## src/rtl/secuenciador_banco.sv

```systemverilog
// Register-bank sequencer: one register-to-register ALU op per handshake,
// IDLE -> READ -> EXEC -> WRITE. Optional macro SECUENCIADOR_ZERO_REG_EN suppresses writes to r0.
module secuenciador_banco (
  input  logic        clk,
  input  logic        rst,
  input  logic        in_valid,
  output logic        in_ready,
  input  logic [4:0]  rs,
  input  logic [4:0]  rt,
  input  logic [4:0]  rd,
  input  logic [2:0]  func,
  output logic [4:0]  ar_1,
  output logic [4:0]  ar_2,
  input  logic [31:0] dr_1,
  input  logic [31:0] dr_2,
  output logic [4:0]  aw,
  output logic [31:0] data_out,
  output logic        writereg,
  output logic        done,
  output logic        busy
);

  localparam logic [1:0] IDLE  = 2'd0;
  localparam logic [1:0] READ  = 2'd1;
  localparam logic [1:0] EXEC  = 2'd2;
  localparam logic [1:0] WRITE = 2'd3;

  logic [1:0]         state_q, state_d;
  logic [4:0]         ar1_q, ar1_d, ar2_q, ar2_d;
  logic [4:0]         rd_q, rd_d, aw_q, aw_d;
  logic [2:0]         func_q, func_d;
  logic signed [31:0] opa_q, opa_d, opb_q, opb_d;
  logic [31:0]        res_q, res_d;

  function automatic logic [31:0] alu(input logic [2:0] f,
                                      input logic signed [31:0] a,
                                      input logic signed [31:0] b);
    case (f)
      3'b000:  alu = a + b;
      3'b001:  alu = a - b;
      3'b010:  alu = a & b;
      3'b011:  alu = a | b;
      3'b100:  alu = a ^ b;
      3'b101:  alu = {31'd0, (a < b)};
      3'b110:  alu = ~(a | b);
      default: alu = a;
    endcase
  endfunction

  always_comb begin
    state_d = state_q;
    ar1_d   = ar1_q;
    ar2_d   = ar2_q;
    rd_d    = rd_q;
    func_d  = func_q;
    opa_d   = opa_q;
    opb_d   = opb_q;
    aw_d    = aw_q;
    res_d   = res_q;
    case (state_q)
      IDLE: begin
        if (in_valid) begin
          ar1_d   = rs;
          ar2_d   = rt;
          rd_d    = rd;
          func_d  = func;
          state_d = READ;
        end
      end
      // Addresses have been stable a full cycle, so the bank data is valid here.
      READ: begin
        opa_d   = dr_1;
        opb_d   = dr_2;
        state_d = EXEC;
      end
      EXEC: begin
        res_d   = alu(func_q, opa_q, opb_q);
        aw_d    = rd_q;
        state_d = WRITE;
      end
      default: state_d = IDLE;
    endcase
  end

  always_ff @(posedge clk or posedge rst) begin
    if (rst) begin
      state_q <= IDLE;
      ar1_q   <= '0;
      ar2_q   <= '0;
      rd_q    <= '0;
      func_q  <= '0;
      opa_q   <= '0;
      opb_q   <= '0;
      aw_q    <= '0;
      res_q   <= '0;
    end else begin
      state_q <= state_d;
      ar1_q   <= ar1_d;
      ar2_q   <= ar2_d;
      rd_q    <= rd_d;
      func_q  <= func_d;
      opa_q   <= opa_d;
      opb_q   <= opb_d;
      aw_q    <= aw_d;
      res_q   <= res_d;
    end
  end

  // Strobes decode the state directly so an async reset drops them at once.
  assign in_ready = (state_q == IDLE);
  assign busy     = (state_q != IDLE);
  assign done     = (state_q == WRITE);
`ifdef SECUENCIADOR_ZERO_REG_EN
  assign writereg = (state_q == WRITE) && (aw_q != 5'd0);
`else
  assign writereg = (state_q == WRITE);
`endif
  assign ar_1     = ar1_q;
  assign ar_2     = ar2_q;
  assign aw       = aw_q;
  assign data_out = res_q;

endmodule

```

## config.mk

```make
export PLATFORM = sky130hd
export DESIGN_NAME = secuenciador_banco
export DESIGN_NICKNAME = d
export VERILOG_FILES = /design/src/rtl/secuenciador_banco.sv
export SDC_FILE = /design/constraint.sdc
export NUM_CORES = 1
export LEC_CHECK = 0
export CAP_MARGIN = 25
export CORE_MARGIN = 2
export CORE_UTILIZATION = 30
export CTS_BUF_LIST = sky130_fd_sc_hd__clkbuf_16
export CTS_CLUSTER_DIAMETER = 120
export DETAILED_ROUTE_END_ITERATION = 16
export GPL_TIMING_DRIVEN = 0
export SKIP_LAST_GASP = 1
export SLEW_MARGIN = 10
export SYNTH_ARGS = -nofsm -noshare
export SYNTH_HDL_FRONTEND = slang
export SYNTH_SLANG_ARGS = --single-unit
```

## constraint.sdc

```tcl
create_clock -name clk -period 5 [get_ports clk]
set_input_delay 1.25 -clock clk [delete_from_list [all_inputs] [get_ports clk]]
set_output_delay 1.25 -clock clk [all_outputs]
set_load 0.05 [all_outputs]
```

# Yosys cells after proc, flatten, opt, wreduce, memory -nomap -nowiden
# Index checks and enable logic that the tools add are counted.
totals:
  regBits: 121
  input_bits: 85
  output_inout_bits: 51
  wordCells: 33
op_classes:
  addsub: 2
  n_lt_le_gt_ge: 1
  n_eq_ne: 10
  n_mux: 3
  bitwise: 4
  n_reduce_logical: 4
op_table:
  columns: ["cell", "count"]
  rows:
  - ["$pmux W32 S7", 1]
  - ["$add A32 B32 Y32", 1]
  - ["$and A32 B32 Y32", 1]
  - ["$lt A32 B32 Y1", 1]
  - ["$not A32 Y32", 1]
  - ["$or A32 B32 Y32", 1]
  - ["$sub A32 B32 Y32", 1]
  - ["$xor A32 B32 Y32", 1]
  - ["$eq A3 B3 Y1 const B", 3]
  - ["$eq A3 B2 Y1 const B", 2]
  - ["$pmux W2 S3", 1]
  - ["$eq A2 B2 Y1 const B", 2]
  - ["$eq A3 B1 Y1 const B", 1]
  - ["$logic_not A3 Y1", 1]
  - ["$eq A2 B1 Y1 const B", 1]
  - ["$logic_not A2 Y1", 1]
  - ["$mux W2", 1]
  - ["$ne A2 B2 Y1 const B", 1]
  - ["$reduce_and A2 Y1", 1]
  - ["$reduce_bool A2 Y1", 1]

# Logic depth before layout (Yosys ltp)
# Gate-level depths: netlist of run 1.
depth:
  word_depth: 3
  mapped_depth: 13
  ltp_nobuf: 13

# Worst setup path before layout of run 1
# No wires, ideal clock.
synth_path:
  path_type: "register to register"
  startpoint: "register opa_q[16]"
  endpoint: "register res_q[31], in the netlist data_out[31]"
  setup_time_ns: 0.130
  t_arrival_ns: 2.631
  t_required_ns: 4.870
  setup_slack_ns: 2.239
  path_stages_with_launch: 13
  n_path_buf: 1
  synth_period_minus_slack_ns: 2.761
  cell_sequence: "dfrtp_1 -> inv_1 -> ha_1 -> buf_4 -> nand2b_1 -> a221oi_1 -> or4_1 -> a221oi_2 -> o32a_1 -> o221ai_1 -> xnor2_1 -> a222oi_1 -> o21ai_1"
synth_between:
  elab_chain_cells: 2
  elab_cells_between_ends: 3
  classes_between: "add/sub (2); mux (1)"
synth_lines:
  columns: ["item", "line_no", "text"]
  rows:
  - ["start, declared", "32", "logic signed [31:0] opa_q, opa_d, opb_q, opb_d;"]
  - ["start signal, assigned", "102", "opa_q <= opa_d;"]
  - ["$sub A32 B32 Y32 or $add A32 B32 Y32 (tied branches)", "40, 39", null]
  - ["$pmux W32 S7 (*)", "38", "case (f)"]
  - ["end signal, assigned", "105", "res_q <= res_d;"]
  - ["end, declared", "33", "logic [31:0] res_q, res_d;"]
# Every way passes the cells marked *; elsewhere a longest branch is shown, timed or not.
# A chain may end at the register's enable or synchronous reset.

# Worst setup path in the final report of run 1
layout_path:
  startpoint: "register opa_q[0]"
  endpoint: "register res_q[16], in the netlist data_out[16]"
# The elaborated chain is that of the path after synthesis.

==> results of run 1 <==
==> cell usage in the layout, fill, tap and decap left out, types with 23 or more instances in the layout <==
master             n
o211ai_1          25
inv_1            117
nand2_1          142
ha_1             107
clkbuf_1          67
dfrtp_1          121
o21ai_0          137
nor2_1           104
clkdlybuf4s50_1  135
a21oi_1           85
mux2_2            23
==> sequential cells by signal, indices dropped and copies added, names as in the netlist <==
| signal | cells |
|---|---|
| data_out | 32 |
| opa_q | 32 |
| opb_q | 32 |
| ar_1 | 5 |
| ar_2 | 5 |
| aw | 5 |
| rd_q | 5 |
| func_q | 3 |
| state_q | 2 |
==> cell families after synthesis <==
family	synth area share
fa+ha+maj	0.139
flops	0.305
simple gates	0.140
buf+inv	0.0803
xor+xnor	0.0159
mux	0.0382
compound gates	0.282
==> path summary, 6_finish.rpt <==
path	from	slack, ps	to	cells past startpoint
max in group asynchronous	rst	3020	opa_q[21]	3
worst max register to register	opa_q[0]	1370	data_out[16]	10
worst max-delay path	opa_q[0]	1370	data_out[16]	10
worst min-delay path	rd_q[4]	500	rd_q[4]	1
min in group asynchronous	rst	1200	opa_q[5]	2
worst min register to register	rd_q[4]	500	rd_q[4]	1
==> layer usage <==
layer,vias up,part of all wire,routed length [um],GRT usage
li1,4673,-,-,-
met1,4954,0.44,17700,0.318
met2,479,0.44,17300,0.360
met3,85,0.087,3460,0.0534
met4,0,0.034,1340,0.0901
met5,-,0,0,0
==> worst reg2reg max path, cell delays in order (launching register included) <==
cell       delay [ps]
dfrtp_1           390
ha_1              250
fa_1              420
a21o_1            210
o2bb2ai_1         190
o22ai_2           290
a31oi_1           180
a221oi_1          550
nor4_1            100
a2111oi_0         720
o22ai_1           180
==> metrics by stage <==
| step | setup TNS [ps] | instance area (sq um) | hold slack [ps] | worst slack, ps | util |
|---|---|---|---|---|---|
| final | 0 | 12500 | 499 | 1370 | 0.384 |
| after global routing | 0 | 12500 | 510 | 1200 | 0.384 |
| after CTS | 0 | 12500 | 503 | 1480 | 0.384 |
| after detailed placement | 0 | 11900 | 487 | 1500 | 0.365 |
| after global placement | -176610 | 11800 | 484 | -1480 | 0.364 |
| after floorplan | 0 | 9930 | 474 | 536 | - |
==> final cells by class <==
type,count,area [sq um]
multi-input combinational,910,6100
tap,442,553
sequential,121,3030
timing repair buffer,136,1380
clock buffer,17,425
fill,3415,20100
inverter,123,467
clock inverter,15,191
buffer,84,335
==> results.ini, run 1 <==
[outcome]
status = finished, final reports clean

[placed_design]
io_buffers = 135
dp_hpwl_um = 29300
place_congestion = 0.943
placedCellCount = 1816

[cts]
cts_setup_buffers = 0
clock_sinks = 121
cts_tree = yes
path_clk_slew_ps = 60
cts_hold_buf = 0
clockBufferDepth = 2
cts_resized = 0
cts_root_buffer = clkbuf_16
numCtsBuffers = 17
cts_max_level = 4
clkLatencyLatePin_ps = 450

[global_route]
grt_pass1_wl_um = 60500
grt_pass1_vias = 10100
antenna_found_initial = 0
grt.overflow.total = 0
grt_max_degree = 74
grt_usage = 0.234

[synth]
syn_inst = 1238
yosysTopAreaCell = dfrtp_1
synth_edf_count = 0
ys_types = 78
yosysTopAreaCellShare = 0.305
ys_seq_area_frac = 0.305
synth_area_per_cell_sq_um = 8.02
synth_area_sq_um = 9930
yosysWarnings = 0
ys_ff_latch = 121
synth_area_leaders = dfrtp_1, ha_1, o21ai_0
yosysMostFrequentCell = nand2_1
async_reset_ff_frac = 1.00
yosys-top-cells-count = nand2_1, o21ai_0, dfrtp_1
synthFlopType = dfrtp_1
synth_nets = 1432

[die]
num_rows = 66
die_w_um = 186
die_area_sq_um = 34600
core_area_sq_um = 32500
dieHeight_um = 186
start_util = 0.305
num_io_pins = 136

[timing]
slew_viol_final = 0
clock_skew_ps = 14.1
worstMarginPinSlew_ps = 1000
fmax_mhz = 275
slew_headroom = 0.333
period_needed_ps = 3630
fin_crit_sh = 0.726
finalHoldViolations = 0
final-setup-viol-count = 0
rsz0062_at_grt = no

[cells_and_area]
drive_gt1_frac = 0.0661
post_layout_nonfiller_instances = 1848
num_antenna_cells = 0
final_net_count = 1587
area.growth.synth_to_final_pct = 25.7

[worst_setup_path]
path_buf_inv = 0
arrival_ps = 3920
critPathTopFamily = compound AO/OA/AOI/OAI gates
crit_chain = ha_1 > fa_1 > a21o_1 > o2bb2ai_1 > o22ai_2 > a31oi_1 > a221oi_1 > nor4_1 > a2111oi_0 > o22ai_1
start_kind = flip-flop
worstSetupPathType = flip-flop to flip-flop
cp_slowest_cell = a2111oi_0
critPathMaxStageDelay_ps = 720
crit_fanout = 4
end_kind = flip-flop
cp.required_ps = 5290

[drt]
wl_per_cell_um = 21.6
first_pass_iters = 6
drcViolationCount = 0
ant_nets = 0
wirelength_um = 39900
viasPerCell = 5.51
drtIter0Drc = 891
vias = 10200

[job]
maxCapViolations = 0

[min_path]
min_path_type = flip-flop to flip-flop

Power of run 1 is left out: the tool's default activity adds up to more than one toggle a clock period on the data nets, which glitch-free logic cannot reach.
==> run 2: changes to the inputs <==
clock period = 3.6 ns   (was 5 ns; I/O delays follow)
==> run 2 against run 1 <==
  * Critical path depth rose by 2
  * Die area did not move
  * Design area barely moved
  * Critical endpoint is now data_out[15]
  * Register-to-register slack got worse by 1200 ps
==> results.ini, run 2 (synthesized netlist as in run 1, its figures left out) <==
[cts]
clkLatencyLatePin_ps = 450
path_clk_slew_ps = 60
cts_max_level = 4
cts_root_buffer = clkbuf_16
clock_sinks = 121
cts_tree = yes
numCtsBuffers = 17
cts_setup_buffers = 0
clockBufferDepth = 2

[worst_setup_path]
reg2reg_to = data_out[15]
cp.required_ps = 3890
arrival_ps = 3750
start_kind = flip-flop
r2r_cells = 12
worstSetupPathType = flip-flop to flip-flop
crit_fanout = 9
r2r_slack_ps = 140
end_kind = flip-flop
reg2reg_from = opa_q[4]

[global_route]
grt.overflow.total = 0
grt_pass1_wl_um = 59500
grt_usage = 0.232
grt_max_degree = 38
antenna_found_initial = 0
grt_pass1_vias = 9788

[drt]
first_pass_iters = 5
ant_nets = 0
drtIter0Drc = 862
drcViolationCount = 0
vias = 9953
wl_per_cell_um = 21.4
viasPerCell = 5.38
wirelength_um = 39700

[placed_design]
dp_hpwl_um = 29500
place_congestion = 0.961
io_buffers = 135

[cells_and_area]
fillCellCount = 3365
mostFrequentLayoutCells = nand2_1, o21ai_0, clkdlybuf4s50_1
final_net_count = 1589
fin_util = 0.384
area.growth.synth_to_final_pct = 25.7
final_common_cell = nand2_1
num_antenna_cells = 0
drive_gt1_frac = 0.0703

[timing]
finalHoldViolations = 0
worstMarginPinSlew_ps = 1000
period_needed_ps = 3460
fin_crit_sh = 0.962
final-setup-viol-count = 0
fmax_mhz = 289
clock_skew_ps = 13.5
rsz0062_at_grt = no
slew_viol_final = 0
slew_headroom = 0.331

[min_path]
hold_depth = 1
min_path_type = flip-flop to flip-flop
hp-start = rd_q[1]
holdPathEnd = rd_q[1]

[die]
num_io_pins = 136
die_area_sq_um = 34600
die_w_um = 186
core_area_sq_um = 32500
dieHeight_um = 186
num_rows = 66
start_util = 0.305

[job]
maxCapViolations = 0

[outcome]
status = finished, final reports clean

[run 2: final cells by class]
cell class / instances / area (sq um) / area share
plain buffers: 84 / 335 / 0.0269
multi-input cells: 910 / 6130 / 0.491
repair buffers: 138 / 1410 / 0.113
clock buffers: 17 / 425 / 0.0341
clock inverters: 15 / 129 / 0.0103
well taps: 442 / 553 / 0.0443
flip-flops and latches: 121 / 3030 / 0.243
inverters: 123 / 465 / 0.0373
[run 2: worst max-delay path: stages, from the launching register on]
cell	delay, ps
dfrtp_1	420
inv_1	80
ha_1	290
buf_4	170
and2_4	150
a221oi_2	450
a2111oi_4	180
or3_1	390
a21oi_2	210
o221a_2	250
a21oi_1	70
a211oi_1	490
o22ai_1	170
[run 2: timing repair]
item	4_1_cts	5_1_grt
resized for setup	1	6
pin swaps	0	0
hold buffers	0	0
endpoints found under the setup margin	1	10
[run 2: metrics by stage]
stage	cell area [sq um]	setup TNS (ps)	setup slack, ps	hold WS [ps]	cells
2_1_floorplan	9930	0	839	474	1238
3_3_place_gp	11800	-5120	-60.5	482	1815
3_5_place_dp	11900	-54.4	-54.4	488	1818
4_1_cts	12500	0	23.2	505	1850
5_1_grt	12500	0	60.9	520	1850
6_report	12500	0	136	500	1850
[run 2: worst max-delay path by stage]
stage | from | endpoint | cells after the start
3_5_place_dp | opa_q[0] | data_out[16] | 10
6_report | opa_q[4] | data_out[15] | 12
3_3_place_gp | rst | opa_q[18] | 2
4_1_cts | opa_q[13] | data_out[29] | 11
2_1_floorplan | opa_q[16] | data_out[31] | 12
5_1_grt | opa_q[3] | data_out[15] | 11
[run 2: layer usage]
layer	global-route usage	vias to the layer above	part of all wire
met4	0.0746	0	0.026
met5	0	-	0
li1	-	4679	-
met2	0.360	422	0.44
met1	0.317	4792	0.46
met3	0.0565	60	0.077
Power of run 2 is left out for the same reason.
